### config.mk
export PLATFORM = sky130hd
export DESIGN_NAME = alu_control_fsm
export DESIGN_NICKNAME = d
export VERILOG_FILES = /design/src/rtl/alu_control_fsm.sv
export SDC_FILE = /design/constraint.sdc
export NUM_CORES = 1
export LEC_CHECK = 0
export CORE_MARGIN = 5
export CORE_UTILIZATION = 47
export DETAILED_ROUTE_END_ITERATION = 12
export PLACE_DENSITY = 0.9
export SLEW_MARGIN = 20
export SYNTH_ARGS = -nofsm -noshare
export SYNTH_HDL_FRONTEND = slang
export SYNTH_SLANG_ARGS = --single-unit
export TNS_END_PERCENT = 10
### constraint.sdc
create_clock -name clk -period 2.8 [get_ports clk]
set_input_delay 0.56 -clock clk [delete_from_list [all_inputs] [get_ports clk]]
set_output_delay 0.56 -clock clk [all_outputs]
set_load 0.005 [all_outputs]
### src/rtl/alu_control_fsm.sv
// alu_control_fsm: multi-cycle ALU sequencer for the 8-bit CPU.
// Accepts one {opcode, rd, rs} word per valid/ready handshake, then steps
// through DECODE -> EXEC -> (WAIT) -> WB and drives the write enables.
// Optional build macro: WATCHDOG_EN adds a WAIT-state timeout of TIMEOUT cycles.
module alu_control_fsm #(
  parameter int OPCODE_W   = 4,
  parameter int REG_ADDR_W = 2,
  parameter int ALU_SEL_W  = 3,
  parameter int TIMEOUT    = 16
) (
  input  logic                               clk,
  input  logic                               rst,
  input  logic [OPCODE_W+2*REG_ADDR_W-1:0]   instr,
  input  logic                               instr_valid,
  output logic                               instr_ready,
  output logic [ALU_SEL_W-1:0]               alu_sel,
  output logic                               alu_start,
  input  logic                               alu_done,
  output logic [REG_ADDR_W-1:0]              rs_addr,
  output logic [REG_ADDR_W-1:0]              wr_addr,
  output logic                               reg_we,
  output logic                               flag_we,
  output logic                               busy,
  output logic                               illegal_op,
  output logic                               alu_timeout
);

  localparam int INSTR_W = OPCODE_W + 2 * REG_ADDR_W;

  // Elaboration-time guard on parameter values the decoder relies on.
  if (ALU_SEL_W < 3 || TIMEOUT < 1) begin : g_bad_params
    $error("alu_control_fsm: ALU_SEL_W must be >= 3 and TIMEOUT >= 1");
  end

  typedef enum logic [2:0] {
    S_IDLE   = 3'd0,
    S_DECODE = 3'd1,
    S_EXEC   = 3'd2,
    S_WAIT   = 3'd3,
    S_WB     = 3'd4
  } state_t;

  state_t                  state_q, state_d;
  logic [INSTR_W-1:0]      instr_q, instr_d;
  logic [ALU_SEL_W-1:0]    alu_sel_q, alu_sel_d;
  logic [REG_ADDR_W-1:0]   rs_addr_q, rs_addr_d;
  logic [REG_ADDR_W-1:0]   wr_addr_q, wr_addr_d;
  logic                    ready_q, ready_d;

  // Fields of the latched instruction; opcode widened so the 0..7 tests
  // work for any OPCODE_W.
  logic [OPCODE_W-1:0]     opcode;
  logic [REG_ADDR_W-1:0]   rd_field, rs_field;
  logic [31:0]             op_ext;
  logic                    op_legal, op_multi, op_cmp;

  assign opcode   = instr_q[INSTR_W-1 -: OPCODE_W];
  assign rd_field = instr_q[2*REG_ADDR_W-1 -: REG_ADDR_W];
  assign rs_field = instr_q[REG_ADDR_W-1:0];
  assign op_ext   = 32'(opcode);
  assign op_legal = (op_ext < 32'd8);
  assign op_multi = (op_ext == 32'd5) || (op_ext == 32'd6);
  assign op_cmp   = (op_ext == 32'd7);

`ifdef WATCHDOG_EN
  localparam int CNT_W = $clog2(TIMEOUT + 1);
  logic [CNT_W-1:0] wd_cnt_q, wd_cnt_d;
  logic             timeout_q, timeout_d;
  logic             wd_expired;

  // Counter value CNT is reached during the (CNT+1)-th WAIT cycle.
  assign wd_expired = (wd_cnt_q == CNT_W'(TIMEOUT - 1));

  // Watchdog: count WAIT cycles, zero elsewhere so every WAIT entry starts fresh.
  always_comb begin
    wd_cnt_d  = '0;
    timeout_d = 1'b0;
    if (state_q == S_WAIT) begin
      wd_cnt_d  = wd_cnt_q + CNT_W'(1);
      timeout_d = !alu_done && wd_expired;
    end
  end

  // Watchdog registers; pulse is registered so it never follows alu_done combinationally.
  always_ff @(posedge clk) begin
    if (rst) begin
      wd_cnt_q  <= '0;
      timeout_q <= 1'b0;
    end else begin
      wd_cnt_q  <= wd_cnt_d;
      timeout_q <= timeout_d;
    end
  end

  assign alu_timeout = timeout_q;
`else
  assign alu_timeout = 1'b0;
`endif

  // Next-state and datapath-register logic; holds everything by default.
  always_comb begin
    state_d   = state_q;
    instr_d   = instr_q;
    alu_sel_d = alu_sel_q;
    rs_addr_d = rs_addr_q;
    wr_addr_d = wr_addr_q;
    case (state_q)
      S_IDLE: begin
        if (instr_valid && ready_q) begin
          instr_d = instr;
          state_d = S_DECODE;
        end
      end
      S_DECODE: begin
        if (op_legal) begin
          alu_sel_d = ALU_SEL_W'(opcode);
          rs_addr_d = rs_field;
          wr_addr_d = rd_field;
          state_d   = S_EXEC;
        end else begin
          state_d = S_IDLE;
        end
      end
      S_EXEC: state_d = op_multi ? S_WAIT : S_WB;
      S_WAIT: begin
        if (alu_done) begin
          state_d = S_WB;
        end
`ifdef WATCHDOG_EN
        else if (wd_expired) begin
          state_d = S_IDLE;
        end
`endif
      end
      S_WB:    state_d = S_IDLE;
      default: state_d = S_IDLE;
    endcase
    // Ready is registered so it stays low through the reset cycles.
    ready_d = (state_d == S_IDLE);
  end

  // State and datapath registers; reset lands in IDLE with everything cleared.
  always_ff @(posedge clk) begin
    if (rst) begin
      state_q   <= S_IDLE;
      instr_q   <= '0;
      alu_sel_q <= '0;
      rs_addr_q <= '0;
      wr_addr_q <= '0;
      ready_q   <= 1'b0;
    end else begin
      state_q   <= state_d;
      instr_q   <= instr_d;
      alu_sel_q <= alu_sel_d;
      rs_addr_q <= rs_addr_d;
      wr_addr_q <= wr_addr_d;
      ready_q   <= ready_d;
    end
  end

  // Outputs decode only from registered state and the latched instruction.
  assign instr_ready = ready_q;
  assign busy        = (state_q != S_IDLE);
  assign alu_start   = (state_q == S_EXEC);
  assign illegal_op  = (state_q == S_DECODE) && !op_legal;
  assign reg_we      = (state_q == S_WB) && !op_cmp;
  assign flag_we     = (state_q == S_WB) && op_cmp;
  assign alu_sel     = alu_sel_q;
  assign rs_addr     = rs_addr_q;
  assign wr_addr     = wr_addr_q;

endmodule

### Yosys cells after proc, flatten, opt, wreduce, memory -nomap -nowiden

Cells that the tools add are included.
W data, S select, Z words.

* memory bits (writable): 0
* input bits: 12
* output and inout port bits: 14
* memories kept: 0
* ROM bits: 0
* register bits: 19
* bits in latches: 0

* div/mod/pow operators: 0
* bitwise operators: 0
* mux-type cells: 5
* reductions and logical operators: 12
* equality and inequality tests: 7
* shift-type cells: 0
* multipliers: 0
* add/subtract/negate cells: 0
* order comparisons: 1

Operator list (number)
* $eq A4 B3 Y1 const B: 3
* $pmux W3 S4: 1
* $mux W3: 3
* $eq A3 B2 Y1 const B: 2
* $logic_not A3 Y1: 2
* $logic_and A1 B1 Y1: 4
* $lt A4 B4 Y1 const B: 1
* $reduce_and A2 Y1: 2
* $eq A3 B1 Y1 const B: 1
* $eq A3 B3 Y1 const B: 1
* $reduce_bool A3 Y1: 1
* $logic_not A1 Y1: 2
* $mux W2: 1
* $logic_or A1 B1 Y1: 1

### Depth between registers and ports, before layout

* depth in word-level cells: 5
* depth in mapped cells: 5
* depth with buffers taken out: 4

### Worst setup path after synthesis

OpenSTA, ideal clock, no wires.

* path type: reg-to-output
* start: reg state_q[0]
* end: out busy
* setup slack: 1.250 ns
* data arrival time: 0.990 ns
* stages on the path, launching flop included: 4
* cell sequence: dfxtp_1 > buf_2 > nor3_2 > inv_1

* longest elaborated chain between the ends: 1

RTL lines
* start: declaration: line 43 `state_t state_q, state_d;`
* start signal: assignment: line 152 `state_q <= state_d;`
* $reduce_bool A3 Y1: line 163 `assign busy = (state_q != S_IDLE);`
* end: declaration: line 23 `output logic busy,`

No other way between the ends.

### Worst setup path in the final report

Same ends and word-level chain as after synthesis.

==> results.py <==
metrics = {
    "power": {
        "leakagePower_nw": 0.352,
        "peakVddDrop_uv": 268,
        "p_sw_share_pct": 25.9,
        "switchingPower_w": 0.000129,
        "p_clk_share_pct": 28.3,
        "p_per_area_mw_per_mm2": 469,
        "seqPwrFrac_pct": 58.8,
        "comb_power_share_pct": 12.9,
        "internal_power_w": 0.000369,
    },
    "place": {
        "pre_cts_slack_ps": 846,
        "hpwlAfterDp_um": 1370,
        "placedInstanceArea_mm2": 0.00104,
        "io_buffers": 24,
        "globalplace.congestion": 0.764,
    },
    "die": {
        "die_area_mm2": 0.00263,
        "core_mm2": 0.00167,
        "fp-row-count": 15,
        "die_height_um": 51.2,
        "start_util_pct": 47.9,
        "die_w_um": 51.2,
        "ioPinCount": 26,
    },
    "sta": {
        "rsz0062_at_grt": "no",
        "worst_pin_slew_ps": 630,
        "min_period_over_period_pct": 82.8,
        "hold_violations": 0,
        "clock.fmax_ghz": 0.431,
        "slew_headroom_pct": 57.9,
        "tns_ps": 0,
        "min_period_ps": 2320,
        "slew_viol_final": 0,
        "fin_ws_ps": 482,
        "setup_violations": 0,
        "whs_ps": 462,
        "fin_skew_ps": 2.64,
    },
    "drt": {
        "ant_nets": 0,
        "drt_iter0_drc": 43,
        "drt_wl_total_um": 1970,
        "first_pass_iters": 4,
        "vias": 792,
        "drcViolationCount": 0,
        "drt-vias-per-instance": 5.74,
        "wl_per_cell_um": 14.2,
    },
    "yosys": {
        "synth.top_cell.area_share_pct": 47.6,
        "synth-edff-count": 0,
        "syn_area_um2": 800,
        "ys_warn_count": 0,
        "synth_fp_nets": 111,
        "syn_inst": 99,
        "ys_ff_latch": 19,
        "yosys.area.top_type": "dfxtp_1",
        "synth.avg_cell_area_um2": 8.08,
        "synth.most_common_cell": "dfxtp_1",
        "ys_types": 24,
        "async_reset_ff_share_pct": 0,
        "synth_ff_type": "dfxtp_1",
        "synth.cells.most_frequent": "dfxtp_1, nand2_1, a21oi_1",
        "synth_top_cells_by_area": "dfxtp_1, a21oi_1, nand2_1, nand4_1, o21ai_0",
        "seq_area_frac_synth_pct": 47.6,
    },
    "clock_network": {
        "cts_buffers": 3,
        "cts_buffer_depth": 2,
        "clk_latency_ps": 300,
        "clock-sinks": 19,
        "cts_resized": 0,
        "cts_tree": "done",
        "clk_pin_slew_ps": 100,
        "ctsHoldBuffers": 0,
        "post_cts_buffers": 0,
        "h-tree-depth": 1,
        "ctsRootBufferMaster": "clkbuf_4",
    },
    "global_routing": {
        "antenna_found_initial": 0,
        "grt_usage_pct": 16.2,
        "grt_pass1_wl_um": 3140,
        "grt_pass1_vias": 685,
        "grt_max_degree": 20,
        "overflow": 0,
    },
    "cells_and_area": {
        "fill_cells": 147,
        "stdcell_area_mm2": 0.00106,
        "fin_nets": 134,
        "n_antenna_cell": 0,
        "area_growth_pct": 33.0,
        "fin_util_pct": 63.7,
        "drive_gt1_share_pct": 4.96,
    },
    "setup_path": {
        "end_kind": "output port",
        "path_class": "flop to output port",
        "worstPathArrival_ps": 1760,
        "worstPathRequired_ps": 2240,
        "critPathMaxFanout": 10,
        "start_kind": "flop",
    },
    "status": {
        "outcome": "finished, final reports clean",
    },
    "job": {
        "cap_violations": 0,
    },
    "min_path": {
        "min_path_type": "flop to flop",
    },
}
==> final timing paths <==
| kind | slack (ps) | to | cells after the start | start |
|---|---|---|---|---|
| hold reg to reg | 460 | wr_addr[1]$_SDFFE_PP0P_ | 2 | instr_q[3]$_SDFFE_PP0P_ |
| hold / removal | 460 | wr_addr[1]$_SDFFE_PP0P_ | 2 | instr_q[3]$_SDFFE_PP0P_ |
| setup / recovery | 480 | busy | 4 | state_q[0]$_SDFF_PP0_ |
| setup reg to reg | 1320 | rs_addr[1]$_SDFFE_PP0P_ | 3 | state_q[0]$_SDFF_PP0_ |
==> per-layer routing <==
layer / GRT usage, % / vias to the layer above / wire length [µm]
met3: 2.62 / 5 / 157
met4: 9.17 / 0 / 49
li1: - / 390 / -
met2: 27.9 / 39 / 969
met1: 19.0 / 358 / 790
met5: 0 / - / 0
==> logic make-up (layout without fill, tap and decap cells) <==
| kind of cell | after synthesis | in the layout | synth area share (%) |
|---|---|---|---|
| AOI/OAI and AO/OA | 25 | 25 | 16.0 |
| xor gates and xnor gates | 1 | 1 | 1.10 |
| buffers and inverters | 8 | 30 | 4.38 |
| DFF | 19 | 19 | 47.6 |
| other | 1 | 1 | 0.469 |
| and+or+nand+nor | 45 | 45 | 30.5 |
==> sequential cells by signal, summed over array words and instances, names as in the netlist <==
register,cells
alu_sel,3
state_q,3
rs_addr,2
instr_ready,1
wr_addr,2
instr_q,8
==> layout make-up <==
class                   instances  area (µm²)  area share [%]
clock buffers                   4        26.3            2.47
inverters                       1        3.75           0.353
multi-input cells              72         384            36.1
flip-flops and latches         19         380            35.8
well taps                      17        21.3            2.00
repair buffers                 25         248            23.3
==> through the flow <==
step	power, W	std cells
after floorplan	0.000329	99
after global placement	0.000359	134
after detailed placement	0.000361	134
after CTS	0.000500	138
after global routing	0.000519	138
final	0.000499	138
==> placed cells by master (no fill, tap or decap) <==
master,instances
clkdlybuf4s50_1,24
dfxtp_1,19
nand2_1,18
a21oi_1,15
nand4_1,8
o21ai_0,8
nor2_1,4
nor2b_1,4
clkbuf_4,3
nand3_1,2
or4b_1,2
a31oi_1,2
nand2b_1,1
nor3_2,1
inv_1,1
nor3_1,1
xnor2_1,1
nor3b_1,1
nor4_1,1
nor4b_2,1
and3_1,1
conb_1,1
clkbuf_1,1
buf_4,1
==> power by group through the flow <==
stage | combinational, W | clock, W | sequential, W
after floorplan | 0.0000375 | 0 | 0.000292
after global placement | 0.0000616 | 0 | 0.000297
after detailed placement | 0.0000629 | 0 | 0.000298
after CTS | 0.0000645 | 0.000143 | 0.000293
after global routing | 0.0000699 | 0.000155 | 0.000295
final | 0.0000643 | 0.000141 | 0.000293
==> critical path, cell delays in order, from the launching register on <==
cell and delay [ps]:
dfxtp_1 480, nor3_2 80, buf_4 170, inv_1 180, clkdlybuf4s50_1 550
(Power assumes the default switching activity.)
